==> config.mk <==
export PLATFORM = sky130hd
export DESIGN_NAME = ibex_prefetch_align_buffer
export DESIGN_NICKNAME = d
export VERILOG_FILES = /design/src/rtl/ibex_defines.sv /design/src/rtl/ibex_fetch_fifo.sv /design/src/rtl/ibex_prefetch_align_buffer.sv
export SDC_FILE = /design/constraint.sdc
export NUM_CORES = 1
export LEC_CHECK = 0
export BUFFER_PORTS_ARGS = -buffer_cell sky130_fd_sc_hd__buf_2
export CAP_MARGIN = 20
export CORE_MARGIN = 4
export CORE_UTILIZATION = 40
export CTS_BUF_LIST = sky130_fd_sc_hd__clkbuf_16
export DETAILED_ROUTE_END_ITERATION = 7
export PLACE_DENSITY_LB_ADDON = 0.3
export SLEW_MARGIN = 15
export SYNTH_ARGS = -nofsm -noshare
export SYNTH_HDL_FRONTEND = slang
export SYNTH_HIERARCHICAL = 1
export SYNTH_SLANG_ARGS = --single-unit
==> constraint.sdc <==
create_clock -name clk_i -period 3.8 [get_ports clk_i]
set_input_delay 0.19 -clock clk_i [delete_from_list [all_inputs] [get_ports clk_i]]
set_output_delay 0.19 -clock clk_i [all_outputs]
set_load 0.005 [all_outputs]
==> src/rtl/ibex_defines.sv <==
// Shared widths for the instruction prefetch path.
// Fetch FIFO entries carry one 32-bit word plus its bus error bit.
package ibex_defines;

   localparam int unsigned IBEX_WORD_W         = 32;
   localparam int unsigned IBEX_FIFO_ENTRY_W   = IBEX_WORD_W + 1;
   localparam int unsigned IBEX_FIFO_MAX_WORDS = 8;
   localparam int unsigned IBEX_FIFO_CNT_W     = $clog2(IBEX_FIFO_MAX_WORDS + 1);

endpackage

==> src/rtl/ibex_fetch_fifo.sv <==
// Circular word FIFO for fetched instructions: one push, zero or one pop
// per cycle, with the head and the entry behind it visible for realignment.
module ibex_fetch_fifo
   import ibex_defines::*;
#(
   parameter int unsigned NumWords = 3
) (
   input  logic                         clk_i,
   input  logic                         rst_i,
   input  logic                         flush_i,
   input  logic                         push_i,
   input  logic [IBEX_FIFO_ENTRY_W-1:0] push_data_i,
   input  logic                         pop_i,
   output logic [IBEX_FIFO_ENTRY_W-1:0] head_o,
   output logic                         head_valid_o,
   output logic [IBEX_FIFO_ENTRY_W-1:0] next_o,
   output logic                         next_valid_o,
   output logic [IBEX_FIFO_CNT_W-1:0]   count_o
);

   localparam int unsigned PtrW = $clog2(NumWords);
   localparam int unsigned CntW = IBEX_FIFO_CNT_W;

   logic [IBEX_FIFO_ENTRY_W-1:0] mem_q [NumWords];
   logic [PtrW-1:0]              rd_ptr_q;
   logic [PtrW-1:0]              wr_ptr_q;
   logic [CntW-1:0]              count_q;

   function automatic logic [PtrW-1:0] ptr_inc(input logic [PtrW-1:0] p);
      return (p == PtrW'(NumWords - 1)) ? '0 : p + PtrW'(1);
   endfunction

   assign head_o       = mem_q[rd_ptr_q];
   assign next_o       = mem_q[ptr_inc(rd_ptr_q)];
   assign head_valid_o = (count_q != '0);
   assign next_valid_o = (count_q > CntW'(1));
   assign count_o      = count_q;

   always_ff @(posedge clk_i) begin
      if (rst_i) begin
         rd_ptr_q <= '0;
         wr_ptr_q <= '0;
         count_q  <= '0;
         for (int i = 0; i < NumWords; i++) begin
            mem_q[i] <= '0;
         end
      end else if (flush_i) begin
         rd_ptr_q <= '0;
         wr_ptr_q <= '0;
         count_q  <= '0;
      end else begin
         if (push_i) begin
            mem_q[wr_ptr_q] <= push_data_i;
            wr_ptr_q        <= ptr_inc(wr_ptr_q);
         end
         if (pop_i) begin
            rd_ptr_q <= ptr_inc(rd_ptr_q);
         end
         count_q <= count_q + CntW'(push_i) - CntW'(pop_i);
      end
   end

   // Request throttling keeps fifo_count + outstanding <= NumWords.
   always_ff @(posedge clk_i) begin
      if (!rst_i && !flush_i) begin
         assert (!(push_i && !pop_i && count_q == CntW'(NumWords)));
         assert (!(pop_i && count_q == '0));
      end
   end

endmodule

==> src/rtl/ibex_prefetch_align_buffer.sv <==
// IF-stage prefetch buffer with halfword realignment: parcels starting at
// PC[1]=1 or straddling a word boundary leave as one 32-bit instruction.
module ibex_prefetch_align_buffer
   import ibex_defines::*;
#(
   parameter int unsigned NumWords       = 3,
   parameter int unsigned MaxOutstanding = 2
) (
   input  logic        clk_i,
   input  logic        rst_i,
   input  logic        req_i,
   input  logic        branch_i,
   input  logic [31:0] branch_addr_i,
   input  logic        ready_i,
   output logic        valid_o,
   output logic [31:0] rdata_o,
   output logic [31:0] addr_o,
   output logic        err_o,
   output logic        instr_req_o,
   output logic [31:0] instr_addr_o,
   input  logic        instr_gnt_i,
   input  logic        instr_rvalid_i,
   input  logic [31:0] instr_rdata_i,
   input  logic        instr_err_i,
   output logic        busy_o
);

   localparam int unsigned CntW = IBEX_FIFO_CNT_W;
   localparam int unsigned OccW = CntW + 1;

   logic [31:2]     fetch_addr_q, fetch_addr_d;
   logic [CntW-1:0] outstanding_q, outstanding_d;
   logic [CntW-1:0] discard_q, discard_d;
   logic [31:1]     pc_q, pc_d;
   logic            half_off_q, half_off_d;
   logic            active_q, active_d;

   logic [IBEX_FIFO_ENTRY_W-1:0] head, nxt;
   logic                         head_vld, nxt_vld;
   logic [CntW-1:0]              fifo_cnt;
   logic [31:0]                  h_data, n_data;
   logic                         h_err, n_err;

   logic [OccW-1:0] occupancy;
   logic            gnt_fire, push, pop, fire, compressed;
   logic            unused_bits;

   assign h_data = head[IBEX_FIFO_ENTRY_W-1:1];
   assign h_err  = head[0];
   assign n_data = nxt[IBEX_FIFO_ENTRY_W-1:1];
   assign n_err  = nxt[0];

   assign unused_bits = ^{branch_addr_i[0], n_data[31:16]};

   assign occupancy   = {1'b0, fifo_cnt} + {1'b0, outstanding_q};
   assign instr_req_o = req_i & ~branch_i & active_q
                      & (outstanding_q < CntW'(MaxOutstanding))
                      & (occupancy < OccW'(NumWords));
   assign instr_addr_o = {fetch_addr_q, 2'b00};
   assign gnt_fire     = instr_req_o & instr_gnt_i;
   assign busy_o       = instr_req_o | (outstanding_q != '0);

   // Responses that belong to a flushed stream never reach the FIFO.
   assign push = instr_rvalid_i & ~branch_i & (discard_q == '0);

   ibex_fetch_fifo #(
      .NumWords (NumWords)
   ) u_fifo (
      .clk_i        (clk_i),
      .rst_i        (rst_i),
      .flush_i      (branch_i),
      .push_i       (push),
      .push_data_i  ({instr_rdata_i, instr_err_i}),
      .pop_i        (pop),
      .head_o       (head),
      .head_valid_o (head_vld),
      .next_o       (nxt),
      .next_valid_o (nxt_vld),
      .count_o      (fifo_cnt)
   );

   always_comb begin
      compressed = 1'b0;
      valid_o    = 1'b0;
      rdata_o    = h_data;
      err_o      = h_err;
      if (!half_off_q) begin
         compressed = (h_data[1:0] != 2'b11);
         valid_o    = head_vld;
      end else begin
         compressed = (h_data[17:16] != 2'b11);
         rdata_o    = {n_data[15:0], h_data[31:16]};
         if (compressed) begin
            valid_o = head_vld;
         end else begin
            // An erroring head is delivered without waiting for its partner.
            valid_o = head_vld & (nxt_vld | h_err);
            err_o   = h_err | (nxt_vld & n_err);
         end
      end
   end

   assign addr_o = {pc_q, 1'b0};
   assign fire   = valid_o & ready_i & ~branch_i;
   assign pop    = fire & (half_off_q | ~compressed);

   always_comb begin
      fetch_addr_d  = fetch_addr_q;
      outstanding_d = outstanding_q + CntW'(gnt_fire) - CntW'(instr_rvalid_i);
      discard_d     = discard_q;
      pc_d          = pc_q;
      half_off_d    = half_off_q;
      active_d      = active_q | branch_i;
      if (branch_i) begin
         fetch_addr_d = branch_addr_i[31:2];
         discard_d    = outstanding_d;
         pc_d         = branch_addr_i[31:1];
         half_off_d   = branch_addr_i[1];
      end else begin
         if (gnt_fire) begin
            fetch_addr_d = fetch_addr_q + 30'd1;
         end
         if (instr_rvalid_i && discard_q != '0) begin
            discard_d = discard_q - CntW'(1);
         end
         if (fire) begin
            pc_d       = pc_q + (compressed ? 31'd1 : 31'd2);
            half_off_d = half_off_q ^ compressed;
         end
      end
   end

   always_ff @(posedge clk_i) begin
      if (rst_i) begin
         fetch_addr_q  <= '0;
         outstanding_q <= '0;
         discard_q     <= '0;
         pc_q          <= '0;
         half_off_q    <= 1'b0;
         active_q      <= 1'b0;
      end else begin
         fetch_addr_q  <= fetch_addr_d;
         outstanding_q <= outstanding_d;
         discard_q     <= discard_d;
         pc_q          <= pc_d;
         half_off_q    <= half_off_d;
         active_q      <= active_d;
      end
   end

endmodule

==> key figures <==
Outcome
  • Outcome: finished, violations left
  • Failing checks: negative hold slack

Place
  • Post-DP Area: 12500 um2
  • # placed instances: 1502
  • Routability-driven placement congestion ratio: between 0.8 and 0.9
  • # port buffers: 167
  • Final HPWL from detailed placement: between 20 and 25 mm

Critical path
  • Worst Setup End Kind: register
  • Critical Path Source Type: register
  • WS Path Type: reg2reg
  • Reg2reg setup slack: about 0.28 ns
  • WP data required: 4.23 ns
  • Max FO, Critical Path: 10
  • R2R Path End: pc_q[31]$_SDFFE_PP0P_
  • Cells on worst reg2reg path: 12
  • Worst EP arrival: 3.96 ns

STA
  • Slew at the pin closest to its max-slew limit: between 0.8 and 0.9 ns
  • Final setup fails: 0
  • Worst hold margin: -0.00318 ns
  • Tmin final: roughly 3.5 ns
  • Post-route setup TNS: 0 ns
  • Period utilization: 0.927
  • FMAX: 284 MHz
  • Max-slew headroom: 0.455
  • Slew Viols, Final: 0
  • Skew final: approximately 0.017 ns
  • RSZ-0062 raised after global routing: no
  • Hold Fails Final Rpt: 1

Global route
  • Total gr overflow: 0
  • Vias in the first global route: about 8.5k
  • Largest net degree at the start of global routing: 67
  • GRT Util Overall: 0.191
  • Initial antenna violation count: 1
  • First-pass GRT wire length: about 47 mm

Power
  • Peak VDD IR: 0.000419 V
  • Leakage: around 5.2 nW
  • Pwr dens: 415 nW/um2
  • Final Power: roughly 5.7 mW

Synth
  • Synthesized area per cell: between 10 and 15 um2
  • Post-Syn Instances: a little under 1k
  • Synth warn: 6
  • Mapped Area: between 10000 and 15000 um2

Final layout
  • Fillers: around 2.6k
  • Synth-to-Final Area Change: 21.7%
  • Final instance area: 13700 um2
  • Fin cells: roughly 1.6k
  • Final core occ: 0.495
  • Final nets: between 1k and 1.5k
  • Share of layout cells above drive strength 1: 0.267
  • Diode count: 0

Clock tree
  • CTS tree: built
  • Postcts setup bufs: 0
  • H-Tree Depth: 1
  • Hold_buf cts: 47
  • CTS sink cnt: roughly 210
  • Clk Tree Root Cell: clkbuf_16
  • Clk buf depth: 3
  • Worst-skew pair later-pin latency: approximately 0.53 ns
  • CTS buffer count: 26
  • Post-CTS sizing: 0
  • CTS clk-pin slew, worst paths: roughly 0.060 ns

Drt
  • Drt first pass iters: 5
  • Drt initial violations: approximately 590
  • Total Wirelength: 30.0 mm
  • Vias: approximately 8.6k
  • Antenna-violating nets left: 0
  • DRC: 0
  • Routed WL per cell: about 19 um
  • DR vias/cell: ~5.4

Min path
  • HP Start: branch_addr_i[26]
  • Min-Delay Path Depth: 3
  • Worst Hold End: fetch_addr_q[26]$_SDFFE_PP0P_
  • HP Class: in2reg

Die
  • Rows: 61
  • Die ar.: approximately 31000 um2
  • Chip Width: roughly 180 um
  • Starting Density: 0.407
  • Core Region: between 20000 and 30000 um2
  • Vert. Die Dim: 176 um
  • I/O pins: approximately 170

Run
  • Max Cap Violations: 0
[power by group]
part | switching, mW | total (mW) | internal (mW)
sequential | 0.103 | 2.67 | 2.57
clock | 0.951 | 2.33 | 1.38
combinational | 0.363 | 0.703 | 0.340
total | 1.42 | 5.70 | 4.29
[state kept, by name (all words and copies together), names as in the netlist, named ones only]
signal	cells
active_q	1
outstanding_q	4
u_fifo/mem_q	132
pc_q	31
u_fifo/count_o	4
fetch_addr_q	30
discard_q	4
u_fifo/wr_ptr_q	2
u_fifo/rd_ptr_q	2
half_off_q	1
[stage by stage]
stage               hold slack (ns)  worst slack, ns
floorplan                     0.289           0.0789
finish                     -0.00318            0.278
global placement              0.399            0.365
detailed placement            0.401            0.301
global route                 0.0133           0.0410
CTS                      0.00000683            0.267
[worst max-delay path by stage]
stage                            end     start  slack [ns]  cells past startpoint
2_1_floorplan  pc_q[25]$_SDFFE_PP0P_  register        0.08                     14
3_3_place_gp   pc_q[31]$_SDFFE_PP0P_  register        0.37                     12
3_5_place_dp   pc_q[31]$_SDFFE_PP0P_  register        0.30                     12
4_1_cts        pc_q[31]$_SDFFE_PP0P_  register        0.27                     12
5_1_grt        pc_q[21]$_SDFFE_PP0P_  register        0.04                     12
6_report       pc_q[31]$_SDFFE_PP0P_  register        0.28                     12
[final cells by class]
cell class | instances | area [um2] | share of cell area
Inverter | 47 | 176 | 0.0128
Timing Repair Buffer | 240 | 1550 | 0.113
Multi-Input combinational cell | 671 | 5140 | 0.374
Clock inverter | 22 | 164 | 0.0119
Sequential cell | 213 | 5590 | 0.406
Clock buffer | 26 | 651 | 0.0473
Tap cell | 378 | 473 | 0.0344
[cell usage in the layout (no fill, tap or decap), types with 32 or more instances in the layout]
cell,count
buf_2,167
edfxtp_1,132
inv_1,52
mux2_2,34
dlygate4sd3_1,47
nand2_1,77
and2_1,98
nor2_1,41
nand3_1,32
dfxtp_1,80
mux4_2,33
a21oi_1,32
[per-layer routing]
layer / vias to the layer above / share of wire / GRT usage
met1: 4196 / 0.43 / 0.257
li1: 4091 / - / -
met3: 58 / 0.065 / 0.0300
met4: 2 / 0.027 / 0.0578
met5: - / 0.00043 / 0
met2: 276 / 0.48 / 0.320
[worst max-delay path, stage by stage, from the launching register on]
cell	delay, ns
dfxtp_2	0.43
mux4_2	0.58
and3_1	0.22
nor2_1	0.25
ha_1	0.23
inv_1	0.06
fa_1	0.46
nand3b_1	0.23
a2111oi_4	0.20
buf_4	0.24
nand4_1	0.13
xor2_1	0.18
a211oi_1	0.22
Power figures use the tool's default switching activity.
